**src/rtl/irq_ctrl_if.sv**
```systemverilog
// CSR bus shared with the I2C slave: 5-bit address, 8-bit data, one-cycle write strobe.
interface irq_ctrl_if;
  logic [4:0] csr_a;
  logic [7:0] csr_di;
  logic       csr_we;
  logic [7:0] csr_do;

  modport master (output csr_a, csr_di, csr_we, input csr_do);
  modport slave  (input csr_a, csr_di, csr_we, output csr_do);
endinterface

```
**src/rtl/irq_ctrl.sv**
```systemverilog
// Maskable edge/level interrupt controller with W1C pending bits on the shared CSR bus.
// Optional per-channel debounce filter enabled by defining IRQ_CTRL_DEBOUNCE_EN.
module irq_ctrl #(
  parameter logic [4:0]  BASE_ADDR    = 5'h1c,
  parameter int unsigned NUM_INTS     = 8,
  parameter logic [7:0]  DFL_IE       = 8'h00,
  parameter logic [7:0]  DFL_MODE     = 8'h00,
  parameter logic [7:0]  DFL_POL      = 8'h00,
  parameter logic [2:0]  DEBOUNCE_CNT = 3'd3
) (
  input  logic                clk,
  input  logic                rst_n,
  input  logic                ce,
  irq_ctrl_if.slave           csr,
  // raw sources; the original name `int` is a reserved word in SystemVerilog
  input  logic [NUM_INTS-1:0] ints,
  output logic                irq
);

  logic [NUM_INTS-1:0] ie, ip, mode, pol;
  logic [NUM_INTS-1:0] s1, s2, filt;
  logic [NUM_INTS-1:0] act_c, act_q, set, w1c;
  logic [4:0]          off;
  logic                hit;

  assign off = csr.csr_a - BASE_ADDR;
  assign hit = (off[4:2] == 3'd0);

  always_ff @(posedge clk or negedge rst_n) begin
    if (!rst_n) begin
      s1 <= '0;
      s2 <= '0;
    end else begin
      s1 <= ints;
      s2 <= s1;
    end
  end

`ifdef IRQ_CTRL_DEBOUNCE_EN
  logic [2:0] cnt [NUM_INTS];

  always_ff @(posedge clk or negedge rst_n) begin
    if (!rst_n) begin
      filt <= '0;
      for (int unsigned i = 0; i < NUM_INTS; i++) cnt[i] <= '0;
    end else begin
      for (int unsigned i = 0; i < NUM_INTS; i++) begin
        if (s2[i] == filt[i]) begin
          cnt[i] <= '0;
        end else if (ce) begin
          if (cnt[i] + 3'd1 == DEBOUNCE_CNT) begin
            filt[i] <= s2[i];
            cnt[i]  <= '0;
          end else begin
            cnt[i] <= cnt[i] + 3'd1;
          end
        end
      end
    end
  end
`else
  logic                 ce_unused;
  localparam logic [2:0] debounce_cnt_unused = DEBOUNCE_CNT;
  assign ce_unused = ce;
  assign filt      = s2;
`endif

  // Edge detection compares the live act with its registered copy so IP sets on the same edge act is registered.
  assign act_c = filt ^ pol;
  assign set   = act_c & (mode | ~act_q);
  assign w1c   = (csr.csr_we && hit && off[1:0] == 2'd1) ? csr.csr_di[NUM_INTS-1:0] : '0;

  always_ff @(posedge clk or negedge rst_n) begin
    if (!rst_n) begin
      ie    <= DFL_IE[NUM_INTS-1:0];
      mode  <= DFL_MODE[NUM_INTS-1:0];
      pol   <= DFL_POL[NUM_INTS-1:0];
      ip    <= '0;
      act_q <= '0;
      irq   <= 1'b0;
    end else begin
      act_q <= act_c;
      ip    <= (ip & ~w1c) | set;
      irq   <= |(ip & ie);
      if (csr.csr_we && hit) begin
        case (off[1:0])
          2'd0:    ie   <= csr.csr_di[NUM_INTS-1:0];
          2'd2:    mode <= csr.csr_di[NUM_INTS-1:0];
          2'd3:    pol  <= csr.csr_di[NUM_INTS-1:0];
          default: ;
        endcase
      end
    end
  end

  always_comb begin
    csr.csr_do = '0;
    if (hit) begin
      case (off[1:0])
        2'd0:    csr.csr_do[NUM_INTS-1:0] = ie;
        2'd1:    csr.csr_do[NUM_INTS-1:0] = ip;
        2'd2:    csr.csr_do[NUM_INTS-1:0] = mode;
        default: csr.csr_do[NUM_INTS-1:0] = pol;
      endcase
    end
  end

endmodule

```
**src/flat_wrapper.sv**
```systemverilog
// flat-port wrapper written by rule: the top's interface ports become plain ports
module irq_ctrl_flat 
#(
  parameter logic [4:0]  BASE_ADDR    = 5'h1c,
  parameter int unsigned NUM_INTS     = 8,
  parameter logic [7:0]  DFL_IE       = 8'h00,
  parameter logic [7:0]  DFL_MODE     = 8'h00,
  parameter logic [7:0]  DFL_POL      = 8'h00,
  parameter logic [2:0]  DEBOUNCE_CNT = 3'd3
)
  (clk, rst_n, ce, ints, irq, csr_csr_a, csr_csr_di, csr_csr_we, csr_csr_do);
  irq_ctrl_if csr_i ();
  input  logic clk;
  input  logic rst_n;
  input  logic ce;
  input  logic [NUM_INTS-1:0] ints;
  output logic irq;
  input wire logic [$bits(csr_i.csr_a)-1:0] csr_csr_a;
  input wire logic [$bits(csr_i.csr_di)-1:0] csr_csr_di;
  input wire logic [$bits(csr_i.csr_we)-1:0] csr_csr_we;
  output wire logic [$bits(csr_i.csr_do)-1:0] csr_csr_do;
  assign csr_i.csr_a = csr_csr_a;
  assign csr_i.csr_di = csr_csr_di;
  assign csr_i.csr_we = csr_csr_we;
  assign csr_csr_do = csr_i.csr_do;
  irq_ctrl #(.BASE_ADDR(BASE_ADDR), .NUM_INTS(NUM_INTS), .DFL_IE(DFL_IE), .DFL_MODE(DFL_MODE), .DFL_POL(DFL_POL), .DEBOUNCE_CNT(DEBOUNCE_CNT)) u_core (.clk(clk), .rst_n(rst_n), .ce(ce), .csr(csr_i), .ints(ints), .irq(irq));
endmodule
```
**config.mk**
```make
export PLATFORM = sky130hd
export DESIGN_NAME = irq_ctrl_flat
export DESIGN_NICKNAME = d
export VERILOG_FILES = /design/src/rtl/irq_ctrl_if.sv /design/src/rtl/irq_ctrl.sv /design/src/flat_wrapper.sv
export SDC_FILE = /design/constraint.sdc
export NUM_CORES = 1
export LEC_CHECK = 0
export CAP_MARGIN = 10
export CORE_AREA = 2 2 71 73
export DETAILED_ROUTE_END_ITERATION = 10
export DIE_AREA = 0 0 73 75
export HOLD_SLACK_MARGIN = 0.06
export PLACE_DENSITY = 0.73
export SYNTH_ARGS = -nofsm -noshare
export SYNTH_HDL_FRONTEND = slang
export SYNTH_SLANG_ARGS = --single-unit
export TNS_END_PERCENT = 30
```
**constraint.sdc**
```tcl
create_clock -name clk -period 1.3 [get_ports clk]
set_input_delay 0.195 -clock clk [delete_from_list [all_inputs] [get_ports clk]]
set_output_delay 0.195 -clock clk [all_outputs]
set_load 0.02 [all_outputs]
```
==> reports/qor.txt, run 1 <==
Fin cells - 294
Dpl hpwl - 3328 um
Max cap viols - 0
Yosys top cell by area - dfrtp_1
# IOs - 34
Fin worst setup slack - -358.7 ps
Syn Area/Cell - 15.87 um2
Post-Syn Nets - 171
Total die area - 5475 um2
Slew Limit Fails - 0
Die W - 73 um
Fin area - 3357 um2
Detailed Routing Iterations Pass 1 - 4
Global-route wire length before repair - 8031 um
Sw power - 1.121 mW
Mapped Cells - 145
PortBufs - 32
Gr usage total - 21.19%
CP endpoint kind - output pin
Die H - 75 um
Share of layout cells above drive strength 1 - 50.42%
Share of power burned in registers - 45.1%
Yosys reg bits - 57
Vias in the first global route - 1,665
Hold WS - 293.9 ps
Antenna Nets Post-Route - 0
Clk buf depth - 2
Synthesized cell area - 2301 um2
CTS clk-pin slew, worst paths - 60 ps
Failing checks - setup timing
Share of total power in combinational logic - 20.7%
Remaining global-route overflow - 0
Achievable Freq - 0.6029 GHz
DRC viols - 0
CTS tree - built
CTS H-Tree Depth - 3
Worst skew pair latency - 330 ps
Root Driver - clkbuf_8
Worst clock skew - 3.557 ps
Filler Cell Count - 296
Period minus WS final - 1659 ps
Vias - 1,508
Status - finished with violations
Diodes inserted - 0
Leakage Power - 1.600 nW
Worst Path Required - 1110 ps
Seq/Total Area, Yosys - 61.99%
Routed length per instance - 16.79 um
CP max FO - 2
Cell Pwr Density - 1413 nW/um2
Ranking of synthesized cells by area - dfrtp_1 62%, mux2_2 12%, mux4_2 5.9%, a22o_1 3.0%, xor2_1 3.0%
Starting Density - 49.37%
Worst Path Arrival - 1460 ps
Synth cell types - 18
Clk network pwr share - 34.1%
Crit share post-route - 127.6%
Total Power - 4.745 mW
Fin nets - 262
Antenna violations before repair - 0
Number of buffers created by CTS - 9
Hold Fails Final Rpt - 0
RD Place Congestion - 0.7667
Internal - 3.624 mW
FP Rows - 25
Slew @ Worst Pin - 365.2 ps
Final setup fails - 8
Worst setup SP type - flop
Switching Share - 23.62%
Post-place instance area - 2964 um2
Largest net degree at the start of global routing - 58
Area delta synth->final - 45.89%
WL final - 4935 um
CTS Sinks - 57
Slew headroom - 75.60%
Placed cell count - 267
Peak VDD IR - 0.9676 mV
Ys Warns - 0
Share of the synthesized area in the top cell type - 61.99%
WS Path Type - reg2out
DR iter-0 viols - 74
Core Area - 4661 um2
Hold/Removal Path Class - in2reg
Via density per instance - 5.129
RSZ-0062 raised after global routing - true
==> critical path, stage by stage (launching register included) <==
cell	delay (ps)
dfrtp_1	390
mux4_2	470
and2_4	150
buf_6	120
==> worst paths after layout <==
kind / start / end / slack [ps] / cells after the start
min in group asynchronous: rst_n / u_core.s1[5]$_DFF_PN0_ / 390 / 3
max in group asynchronous: rst_n / u_core.filt[3]$_DFF_PN0_ / 660 / 3
worst min register to register: u_core.s1[5]$_DFF_PN0_ / u_core.filt[5]$_DFF_PN0_ / 350 / 0
worst max register to register: u_core.pol[4]$_DFFE_PN0P_ / u_core.ip[4]$_DFF_PN0_ / 50 / 5
worst min-delay path: ints[3] / u_core.s1[3]$_DFF_PN0_ / 290 / 1
worst max-delay path: u_core.pol[6]$_DFFE_PN0P_ / csr_csr_do[6] / -360 / 3
==> layer usage <==
layer | up-vias | share of wire [%] | track usage (%) | wire (um)
met4 | 0 | 1.5 | 7.819 | 74
met1 | 760 | 40 | 23.08 | 1996
li1 | 705 | - | - | -
met3 | 7 | 4.5 | 10.04 | 222
met2 | 36 | 54 | 36.24 | 2642
met5 | - | 0 | 0 | 0
==> metrics by stage <==
stage | setup TNS, ps | worst slack, ps | utilization, %
floorplan | -323.9 | -25.80 | -
global placement | -26480 | -966.7 | 63.60
detailed placement | -27220 | -968.0 | 63.60
CTS | -2930 | -374.7 | 71.06
global route | -3243 | -414.9 | 72.03
finish | -2778 | -358.7 | 72.03
==> repair_timing <==
action	4_1_cts	5_1_grt
setup buffers	6	5
cloned	0	0
hold buffers	1	0
resized for setup	85	2
endpoints found under the hold margin	57	0
pin swaps	11	2
endpoints found under the setup margin	41	25
==> power by group through the flow <==
stage,clock (mW),sequential [mW],combinational [mW]
floorplan,0,2.16,0.385
global placement,0,2.15,0.794
detailed placement,0,2.17,0.837
CTS,1.67,2.14,0.935
global route,1.76,2.16,1.06
finish,1.62,2.14,0.983
==> sequential cells by signal, indices dropped and copies added, names as in the netlist <==
name and flops:
u_core.ie 8, u_core.act_q 8, u_core.s1 8, u_core.filt 8
u_core.irq 1, u_core.mode 8, u_core.ip 8, u_core.pol 8
==> cells in the mapped netlist <==
| cell type | n |
|---|---|
| nand4_1 | 1 |
| mux4_1 | 2 |
| and4b_2 | 1 |
| a22oi_1 | 4 |
| nand4b_2 | 1 |
| mux2_2 | 24 |
| nand4_2 | 1 |
| nand2b_1 | 8 |
| buf_2 | 2 |
| dfrtp_1 | 57 |
| and2_1 | 9 |
| nand2_1 | 9 |
| mux4_2 | 6 |
| nor3_4 | 1 |
| a22o_1 | 8 |
| ha_1 | 1 |
| buf_6 | 2 |
| xor2_1 | 8 |
==> placed cells by master (no fill, tap or decap), types with 2 or more instances in the layout <==
cell type        instances
dfrtp_1                 57
buf_4                   41
mux2_2                  17
buf_6                   17
clkdlybuf4s50_1         16
clkbuf_8                11
and2_4                   9
mux4_2                   8
xor2_1                   8
nand2b_1                 8
nand2_1                  8
a22o_1                   8
mux2_4                   7
dlygate4sd2_1            7
a22oi_1                  4
clkinv_2                 2
==> layout make-up <==
| class | count | area, um2 | share of cell area, % |
|---|---|---|---|
| Multi-Input combinational cell | 84 | 912.1 | 27.17 |
| Clock inverter | 3 | 40.04 | 1.193 |
| Timing Repair Buffer | 84 | 755.7 | 22.51 |
| Clock buffer | 12 | 155.1 | 4.622 |
| Tap cell | 54 | 67.56 | 2.013 |
| Sequential cell | 57 | 1426 | 42.49 |
==> cell families after synthesis <==
group	share of synthesized area, %
flip-flops	61.99
multiplexers	19.90
AND/OR/NAND/NOR	8.755
AO/OA/AOI/OAI	4.350
XOR/XNOR	3.045
buffers and inverters	1.414
adder cells (fa/ha/maj)	0.5437
Power figures use the tool's default switching activity.
==> run 2: changes to the inputs <==
--- a/config.mk
+++ b/config.mk
@@ -6,11 +6,13 @@
 export NUM_CORES = 1
 export LEC_CHECK = 0
 export CAP_MARGIN = 10
-export CORE_AREA = 2 2 71 73
+export CORE_AREA = 2 2 85 62
 export DETAILED_ROUTE_END_ITERATION = 10
-export DIE_AREA = 0 0 73 75
+export DIE_AREA = 0 0 87 64
+export GPL_TIMING_DRIVEN = 0
 export HOLD_SLACK_MARGIN = 0.06
 export PLACE_DENSITY = 0.73
+export SLEW_MARGIN = 30
 export SYNTH_ARGS = -nofsm -noshare
 export SYNTH_HDL_FRONTEND = slang
 export SYNTH_SLANG_ARGS = --single-unit
==> reports/qor.txt, run 2 (synthesis gave the netlist of run 1 again) <==
Slew Limit Fails - 0 (unchanged)
CP max FO - 3 (+1)
Vias in the first global route - 1,611 (-3.2%)
Worst setup SP type - flop
Cell Pwr Density - 1340 nW/um2 (-5.2%)
Worst skew pair latency - 320 ps (about the same)
RD Place Congestion - 0.7568 (-1.3%)
Total die area - 5568 um2 (+1.7%)
Most frequent cells in the layout - 57 x dfrtp_1, 40 x buf_4, 23 x mux2_2, 16 x clkdlybuf4s50_1
GRT busiest layer - met2
Largest net degree at the start of global routing - 51 (-12%)
Placed cell count - 235 (-12%)
Worst Path Arrival - 1450 ps (about the same)
Diodes inserted - 0 (unchanged)
Crit share post-route - 126.7% (-0.88 points)
Internal - 3.373 mW (-6.9%)
Antenna violations before repair - 0 (unchanged)
Clk network pwr share - 30.5% (-3.6 points)
Most common cell after layout, fill and taps aside - dfrtp_1
Via density per instance - 5.260 (+2.5%)
Sw power - 1.063 mW (-5.2%)
Switching Share - 23.96% (+0.33 points)
WS Path Type - reg2out
Status - finished with violations
CP delay by family, top - multiplexers
GR Layer Usage met3 - 7.623% (-2.4 points)
Antenna Nets Post-Route - 0 (unchanged)
# IOs - 34 (unchanged)
Worst Path Required - 1110 ps (about the same)
Met2 Use GR - 32.73% (-3.5 points)
Achievable Freq - 0.6071 GHz (+0.69%)
Peak VDD IR - 0.7628 mV (-21%)
Share of layout cells above drive strength 1 - 50.00% (-0.42 points)
Detailed Routing Iterations Pass 1 - 4 (unchanged)
Routed length per instance - 16.98 um (+1.2%)
Root Driver - clkbuf_8
Starting Density - 48.92% (-0.45 points)
Worst path max stage delay - 470 ps (about the same)
Hold/Removal Path Class - in2async
CTS Sinks - 57 (unchanged)
Core Area - 4703 um2 (+0.91%)
CTS tree - built
Share of power burned in registers - 48.2% (+3.1 points)
Die H - 64 um (-15%)
DR iter-0 viols - 89 (+20%)
WL final - 4908 um (-0.55%)
Max cap viols - 0 (unchanged)
FP Rows - 21 (-16%)
Buf/Inv on CP - 1 (unchanged)
Hold Fails Final Rpt - 0 (unchanged)
Fin cells - 289 (-1.7%)
Remaining global-route overflow - 0 (unchanged)
CP endpoint kind - output pin
PortBufs - 32 (unchanged)
CTS clk-pin slew, worst paths - 60 ps (about the same)
Fin nets - 257 (-1.9%)
Fin worst setup slack - -347.2 ps (+11.44 ps)
Failing checks - setup timing
Die W - 87 um (+19%)
Worst clock skew - 3.220 ps (-0.3372 ps)
GR Util met1 - 25.43% (+2.3 points)
Global-route wire length before repair - 8197 um (+2.1%)
Leakage Power - 1.573 nW (-1.7%)
Dpl hpwl - 2946 um (-11%)
RSZ-0062 raised after global routing - true
DRC viols - 0 (unchanged)
Clk buf depth - 2 (unchanged)
Share of total power in combinational logic - 21.4% (+0.7 points)
Vias - 1,520 (+0.80%)
Number of buffers created by CTS - 9 (unchanged)
Crit path cell chain - mux4_2, and2_4, buf_6
Gr usage total - 20.40% (-0.80 points)
CTS H-Tree Depth - 3 (unchanged)
Fin area - 3311 um2 (-1.4%)
Period minus WS final - 1647 ps (-11.44 ps)
Slew @ Worst Pin - 363.1 ps (-2.049 ps)
Worst path slowest cell - mux4_2
Area delta synth->final - 43.88%
Slew headroom - 75.75% (+0.15 points)
Final setup fails - 8 (unchanged)
Post-place instance area - 2718 um2 (-8.3%)
==> run 2: cell count changes in the layout (fill, tap and decap cells not counted), sizes merged <==
| cell | before | now |
|---|---|---|
| dlymetal6s2s | 0 | 4 |
| bufinv | 1 | 0 |
| buf | 60 | 55 |
| bufbuf | 0 | 1 |
| clkinv | 2 | 1 |
| dlygate4sd2 | 7 | 1 |
==> run 2: final cells by class <==
cell class | instances | area (um2)
plain buffers | 4 | 48.80
clock buffers | 11 | 151.4
clock inverters | 1 | 5.005
fillers | 304 | 1393
multi-input cells | 84 | 898.4
flip-flops and latches | 57 | 1426
well taps | 57 | 71.32
repair buffers | 75 | 709.4
==> run 2: power by group through the flow <==
stage,logic [mW],clock network [mW],registers [mW]
2_1_floorplan,0.385,0,2.16
3_3_place_gp,0.576,0,2.18
3_5_place_dp,0.614,0,2.20
4_1_cts,0.887,1.38,2.13
5_1_grt,1.02,1.49,2.16
6_report,0.949,1.35,2.14
==> run 2: path summary, 6_finish.rpt <==
check	start	end	slack, ps	depth (start not counted)
max	u_core.mode[2]$_DFFE_PN0P_	csr_csr_do[2]	-350	3
min	rst_n	u_core.act_q[0]$_DFF_PN0_	230	2
max reg2reg	u_core.pol[0]$_DFFE_PN0P_	u_core.ip[0]$_DFF_PN0_	170	4
min reg2reg	u_core.s1[1]$_DFF_PN0_	u_core.filt[1]$_DFF_PN0_	350	0
max in group asynchronous	rst_n	u_core.ip[3]$_DFF_PN0_	620	3
min in group clk	ints[3]	u_core.s1[3]$_DFF_PN0_	310	1
==> run 2: per-layer routing <==
layer | vias to the layer above | share of wire [%]
met2 | 41 | 50
met5 | - | 0
met4 | 0 | 0.96
met1 | 776 | 42
met3 | 6 | 6.1
li1 | 697 | -
==> run 2: worst reg2reg max path, cell delays in order, from the launching register on <==
cell and delay [ps]:
dfrtp_1 370, buf_4 130, buf_4 130, xor2_1 160
a22o_1 220
==> run 2: timing repair <==
item,CTS,global route
hold endpoints to repair,57,0
pin swaps,9,3
gates cloned,3,0
setup endpoints to repair,41,40
resized for setup,75,11
setup buffers,30,8
hold buffers,1,0
==> run 2: per-stage QoR <==
step                hold WS (ps)  TNS, ps  total power [mW]  setup slack, ps  util, %
global placement           332.1  -120290             2.758            -1598    57.25
detailed placement         28.33   -30410             2.813            -1084    57.78
floorplan                 -100.6   -323.9             2.543           -25.80        -
CTS                        226.8    -7499             4.401           -360.8    68.42
finish                     233.7    -2668             4.436           -347.2    70.39
global route               230.7    -3095             4.675           -393.8    70.39
==> run 3: changes to the inputs <==
--- a/config.mk
+++ b/config.mk
@@ -6,9 +6,9 @@
 export NUM_CORES = 1
 export LEC_CHECK = 0
 export CAP_MARGIN = 10
-export CORE_AREA = 2 2 85 62
+export CORE_AREA = 2 2 64 81
 export DETAILED_ROUTE_END_ITERATION = 10
-export DIE_AREA = 0 0 87 64
+export DIE_AREA = 0 0 66 83
 export GPL_TIMING_DRIVEN = 0
 export HOLD_SLACK_MARGIN = 0.06
 export PLACE_DENSITY = 0.73
==> reports/qor.txt, run 3 (synthesis gave the netlist of run 1 again) <==
Clk network pwr share - 32.6% (+2.1 points)
Most common cell after layout, fill and taps aside - dfrtp_1
CTS Sinks - 57 (unchanged)
CTS tree - built
Die W - 66 um (-24%)
CTS H-Tree Depth - 3 (unchanged)
Reg2reg setup slack - 210 ps (+40 ps)
Post-layout util - 68.18% (-2.2 points)
Sw power - 1.090 mW (+2.6%)
Reg2reg start - u_core.ip[7]$_DFF_PN0_
Final setup fails - 8 (unchanged)
Vias in the first global route - 1,551 (-3.7%)
Cell Pwr Density - 1374 nW/um2 (+2.5%)
Peak VDD IR - 0.7915 mV (+3.8%)
Slew headroom - 79.62% (+3.9 points)
Dpl hpwl - 2956 um (+0.33%)
Detailed Routing Iterations Pass 1 - 4 (unchanged)
Hold Fails Final Rpt - 0 (unchanged)
Largest net degree at the start of global routing - 36 (-29%)
FP Rows - 28 (+33%)
Root Driver - clkbuf_8
DR iter-0 viols - 81 (-9.0%)
Routed length per instance - 17.53 um (+3.2%)
RSZ-0062 raised after global routing - true
DRC viols - 0 (unchanged)
Remaining global-route overflow - 0 (unchanged)
WS Path Type - reg2out
Diodes inserted - 0 (unchanged)
RD Place Congestion - 0.6996 (-7.6%)
Core Area - 4695 um2 (-0.19%)
Hold/Removal Path Class - in2async
Switching Share - 24.80% (+0.84 points)
PortBufs - 32 (unchanged)
CP max FO - 3 (unchanged)
Share of layout cells above drive strength 1 - 44.29% (-5.7 points)
Max cap viols - 0 (unchanged)
CTS clk-pin slew, worst paths - 60 ps (about the same)
Starting Density - 49.01% (+0.091 points)
Worst Path Required - 1110 ps (about the same)
Vias - 1,426 (-6.2%)
Total Power - 4.397 mW (-0.88%)
Worst skew pair latency - 320 ps (about the same)
Share of total power in combinational logic - 18.5% (-2.9 points)
Worst setup SP type - flop
Fin nets - 240 (-6.6%)
Failing checks - setup timing
Total die area - 5478 um2 (-1.6%)
Area delta synth->final - 39.10%
Post-place instance area - 2714 um2 (-0.14%)
Achievable Freq - 0.5959 GHz (-1.8%)
Internal - 3.307 mW (-2.0%)
Fin worst setup slack - -378.2 ps (-30.95 ps)
Most frequent cells in the layout - 57 x dfrtp_1, 23 x mux2_2, 22 x buf_4, 16 x clkdlybuf4s50_1
Reg2Reg Depth - 4 (unchanged)
Period minus WS final - 1678 ps (+30.95 ps)
Number of buffers created by CTS - 9 (unchanged)
Antenna Nets Post-Route - 0 (unchanged)
CP endpoint kind - output pin
Slew @ Worst Pin - 305.7 ps (-57.47 ps)
Antenna violations before repair - 0 (unchanged)
# IOs - 34 (unchanged)
Global-route wire length before repair - 7555 um (-7.8%)
Slew Limit Fails - 0 (unchanged)
Clk buf depth - 2 (unchanged)
Worst clock skew - 7.617 ps (+4.397 ps)
Gr usage total - 18.99% (-1.4 points)
Fin area - 3201 um2 (-3.3%)
WL final - 4891 um (-0.35%)
RR Endpoint - u_core.irq$_DFF_PN0_
Crit share post-route - 129.1% (+2.4 points)
Die H - 83 um (+30%)
Share of power burned in registers - 48.9% (+0.7 points)
Worst Path Arrival - 1480 ps (+30 ps)
Leakage Power - 1.485 nW (-5.6%)
Via density per instance - 5.111 (-2.8%)
Status - finished with violations
Hold WS - 307.6 ps (+73.98 ps)
run 3: repair_timing:
item	4_1_cts	5_1_grt
resized for setup	59	17
hold buffers	1	0
gates cloned	0	1
pin swaps	3	7
hold endpoints to repair	22	0
buffers inserted	19	4
endpoints found under the setup margin	41	40
run 3: final cells by class:
type	count	area, um2
plain buffers	4	48.80
clock buffers	13	158.9
clock inverters	3	15.01
fillers	315	1494
multi-input cells	84	888.4
flip-flops and latches	57	1426
well taps	60	75.07
repair buffers	58	588.1
run 3: how the worst max path moves through the flow:
stage                                         start                   endpoint  slack [ps]  cells after the start
after floorplan                        csr_csr_a[3]  u_core.pol[0]$_DFFE_PN0P_         -30                      5
after global placement                        rst_n     u_core.s1[7]$_DFF_PN0_       -1520                      1
after detailed placement               csr_csr_a[0]              csr_csr_do[3]       -1090                      5
after CTS                 u_core.pol[3]$_DFFE_PN0P_              csr_csr_do[3]        -390                      3
after global routing      u_core.pol[3]$_DFFE_PN0P_              csr_csr_do[3]        -410                      3
final                     u_core.pol[3]$_DFFE_PN0P_              csr_csr_do[3]        -380                      3
run 3: metal layers:
metal  global-route usage, %  part of all wire, %  up-vias
met3                   4.472                  4.8       12
met4                   11.13                  2.4        0
met2                   31.96                   53       35
li1                        -                    -      664
met1                   21.47                   40      715
met5                       0                    0        -
run 3: stage by stage:
step	cells	setup slack, ps	setup TNS, ps
3_5_place_dp	238	-1090	-29500
2_1_floorplan	145	-25.80	-323.9
6_report	279	-378.2	-2778
4_1_cts	274	-387.4	-10640
5_1_grt	279	-409.6	-3180
3_3_place_gp	237	-1522	-115760
run 3: worst max-delay path, stage by stage (launching register included):
cell	delay, ps
dfrtp_1	400
mux4_2	490
and2_4	150
buf_6	120
run 3: power groups by stage:
stage	logic [mW]	registers [mW]	clock network, mW
after floorplan	0.385	2.16	0
after global placement	0.572	2.18	0
after CTS	0.761	2.14	1.46
after detailed placement	0.610	2.20	0
after global routing	0.879	2.17	1.54
final	0.812	2.15	1.44
==> patch, RTL diff (config.mk and constraints of run 2) <==
Register the output `irq` once more, cleared by the reset; this adds one clock of latency there. The other outputs are not delayed to match.
--- a/src/rtl/irq_ctrl.sv
+++ b/src/rtl/irq_ctrl.sv
@@ -18,2 +18,4 @@
 );
+
+  logic irq_s0;
 
@@ -79,3 +81,3 @@
       act_q <= '0;
-      irq   <= 1'b0;
+      irq_s0 <= 1'b0;
     end else begin
@@ -83,3 +85,3 @@
       ip    <= (ip & ~w1c) | set;
-      irq   <= |(ip & ie);
+      irq_s0 <= |(ip & ie);
       if (csr.csr_we && hit) begin
@@ -107,2 +109,10 @@
 
+  always_ff @(posedge clk or negedge rst_n) begin
+    if (!rst_n) begin
+      irq <= '0;
+    end else begin
+      irq <= irq_s0;
+    end
+  end
+
 endmodule
Formal check against the unedited RTL: not equivalent (Yosys sat finds a counterexample within 4 cycles, from zero or initial values and one cycle with rst_n low).
==> patch against run 2 <==
- the flow still finishes with violations (negative setup slack)
- clock skew is 0.0032 ns higher
- total power is 8.0% higher
- sequential cell count is 1 higher
- global-route usage is 0.72 points lower
- combinational power is 16% lower
- core utilization is 2.6 points lower
- final cell count is 5.2% lower
- setup slack worse by 0.029 ns
- sequential power is 2% higher
- final area is 3.7% lower
- wire length is 4.5% lower
- area after synthesis is 1.3% higher
==> patch: results (changes against run 2) <==
The run finished, with violations left. The final reports fail on negative setup slack. The clock latency of the later-clocked register in the worst-skew pair was 0.34 ns (+0.02 ns). The tools report the peak supply drop as 0.9561 mV (+25%). The post-detailed-routing wire length came out at 4685 um (-4.5%). The run gives 16.6% (-4.8 points) as the fraction of power consumed by combinational cells.

The critical register-to-register path startpoint was u_core.mode[3]. The wire length of the first global-routing pass was 7962 um (-2.9%). The total cell area at the placement stage came out at 2748 um^2 (+1.1%).

The logs give 0.00181 W (+34%) for the clock group total power and 1.48 ns (+0.03 ns) for the data arrival time of the critical path. Total global routing track utilization: 19.67% (-0.72 points). The tools report the worst-case clock skew as 0.006434 ns (+0.003215 ns). The logs give 2040 um (-2.2%) for the wire length on met1 and 25.20% (-0.24 points) for the met1 demand-to-capacity share in global routing. The HPWL reported at the end of detailed placement came out at 2952 um (+0.20%). The post-CTS setup repair buffer count was 18 (-40%).

For the headroom to the max-slew limit, the log shows 71.04% (-4.7 points). The tools report the proportion of synthesized chip area in sequential cells as 62.30% (+0.31 points). The number of buffers other than clock buffers in the final layout came out at 59 (-25%).

The endpoint identified for the worst register-to-register timing path is u_core.ip[3]. The via count of the first global-routing pass was 1,562 (-3.0%); the maximum number of pins on one net before global-route repair was 47 (-7.8%). The total number of nets in the final design was 238 (-7.4%); the met3 capacity usage during global routing was 8.786% (+1.2 points). The met2 demand-to-capacity share in global routing is 30.53% (-2.2 points). The tools report the critical path startpoint as u_core.pol[6]. In the post-synthesis netlist, the biggest area contributors are dfrtp_1 (62%), mux2_2 (12%), mux4_2 (6.8%). The area of the multi-input gates is 889.6 um^2 (-0.97%).

For the total of endpoints with negative setup slack in the final report, the log shows 16 (+8). The post-synth net total came out at 172 (+0.58%). The run gives 328 (+7.9%) as the fill cell total of the finished layout. The portion of the layout cell area used by non-clock buffers is 17.43% (-5.5 points). Initial detailed-routing violation count: 72 (-19%). The fraction of standard cell area that is sequential was 45.54% (+2.5 points); the setup slack of the worst register-to-register path was 0.20 ns (+0.03 ns). The total number of clock tree sinks was 58 (+1.8%).

The commonest cells after synthesis are dfrtp_1 (58), mux2_2 (24), and2_1 (9), nand2_1 (9). The average via count per standard cell is 5.398 (+2.6%), and the net switching fraction of the power is 23.40% (-0.56 points). The tools report the critical path endpoint as csr_csr_do[6]. The reported leakage power was 1.463 nW (-7.0%). The routed wire length on met3 was 299 um (+0.67%).

The run gives -0.3765 ns (-0.02931 ns) as the post-layout worst setup margin. Wire length on met2: 2280 um (-8.0%). The minimum setup slack after placement is -1.088 ns (-0.003570 ns), and the peak fanout along the critical path is 2 (-1).
## patch: changes by cell type after synthesis
cell      change
nand4b_2      -1
and4b_2       -1
dfrtp_1       +1
mux4_1        -1
mux4_2        +1
nand4b_4      +1
and4b_1       +1
## patch: kinds of logic (layout without fill, tap and decap cells)
group                    count (synthesis)  count (layout)  share of synthesized area, %
buffers and inverters                    4              75                         1.396
XOR/XNOR                                 8               8                         3.008
AO/OA/AOI/OAI                           12              12                         4.297
adder cells (fa/ha/maj)                  1               1                        0.5370
AND/OR/NAND/NOR                         31              31                         8.969
flip-flops                              58              58                         62.30
multiplexers                            32              32                         19.50
## patch: through the flow
stage / cells / utilization (%)
after floorplan: 146 / -
after global placement: 235 / 58.05
after detailed placement: 236 / 58.42
after CTS: 273 / 67.60
after global routing: 274 / 67.76
final: 274 / 67.76
## patch: worst max-delay path: stages, from the launching register on
cell	delay [ns]
dfrtp_1	0.38
mux4_2	0.48
and2_4	0.16
buf_6	0.12
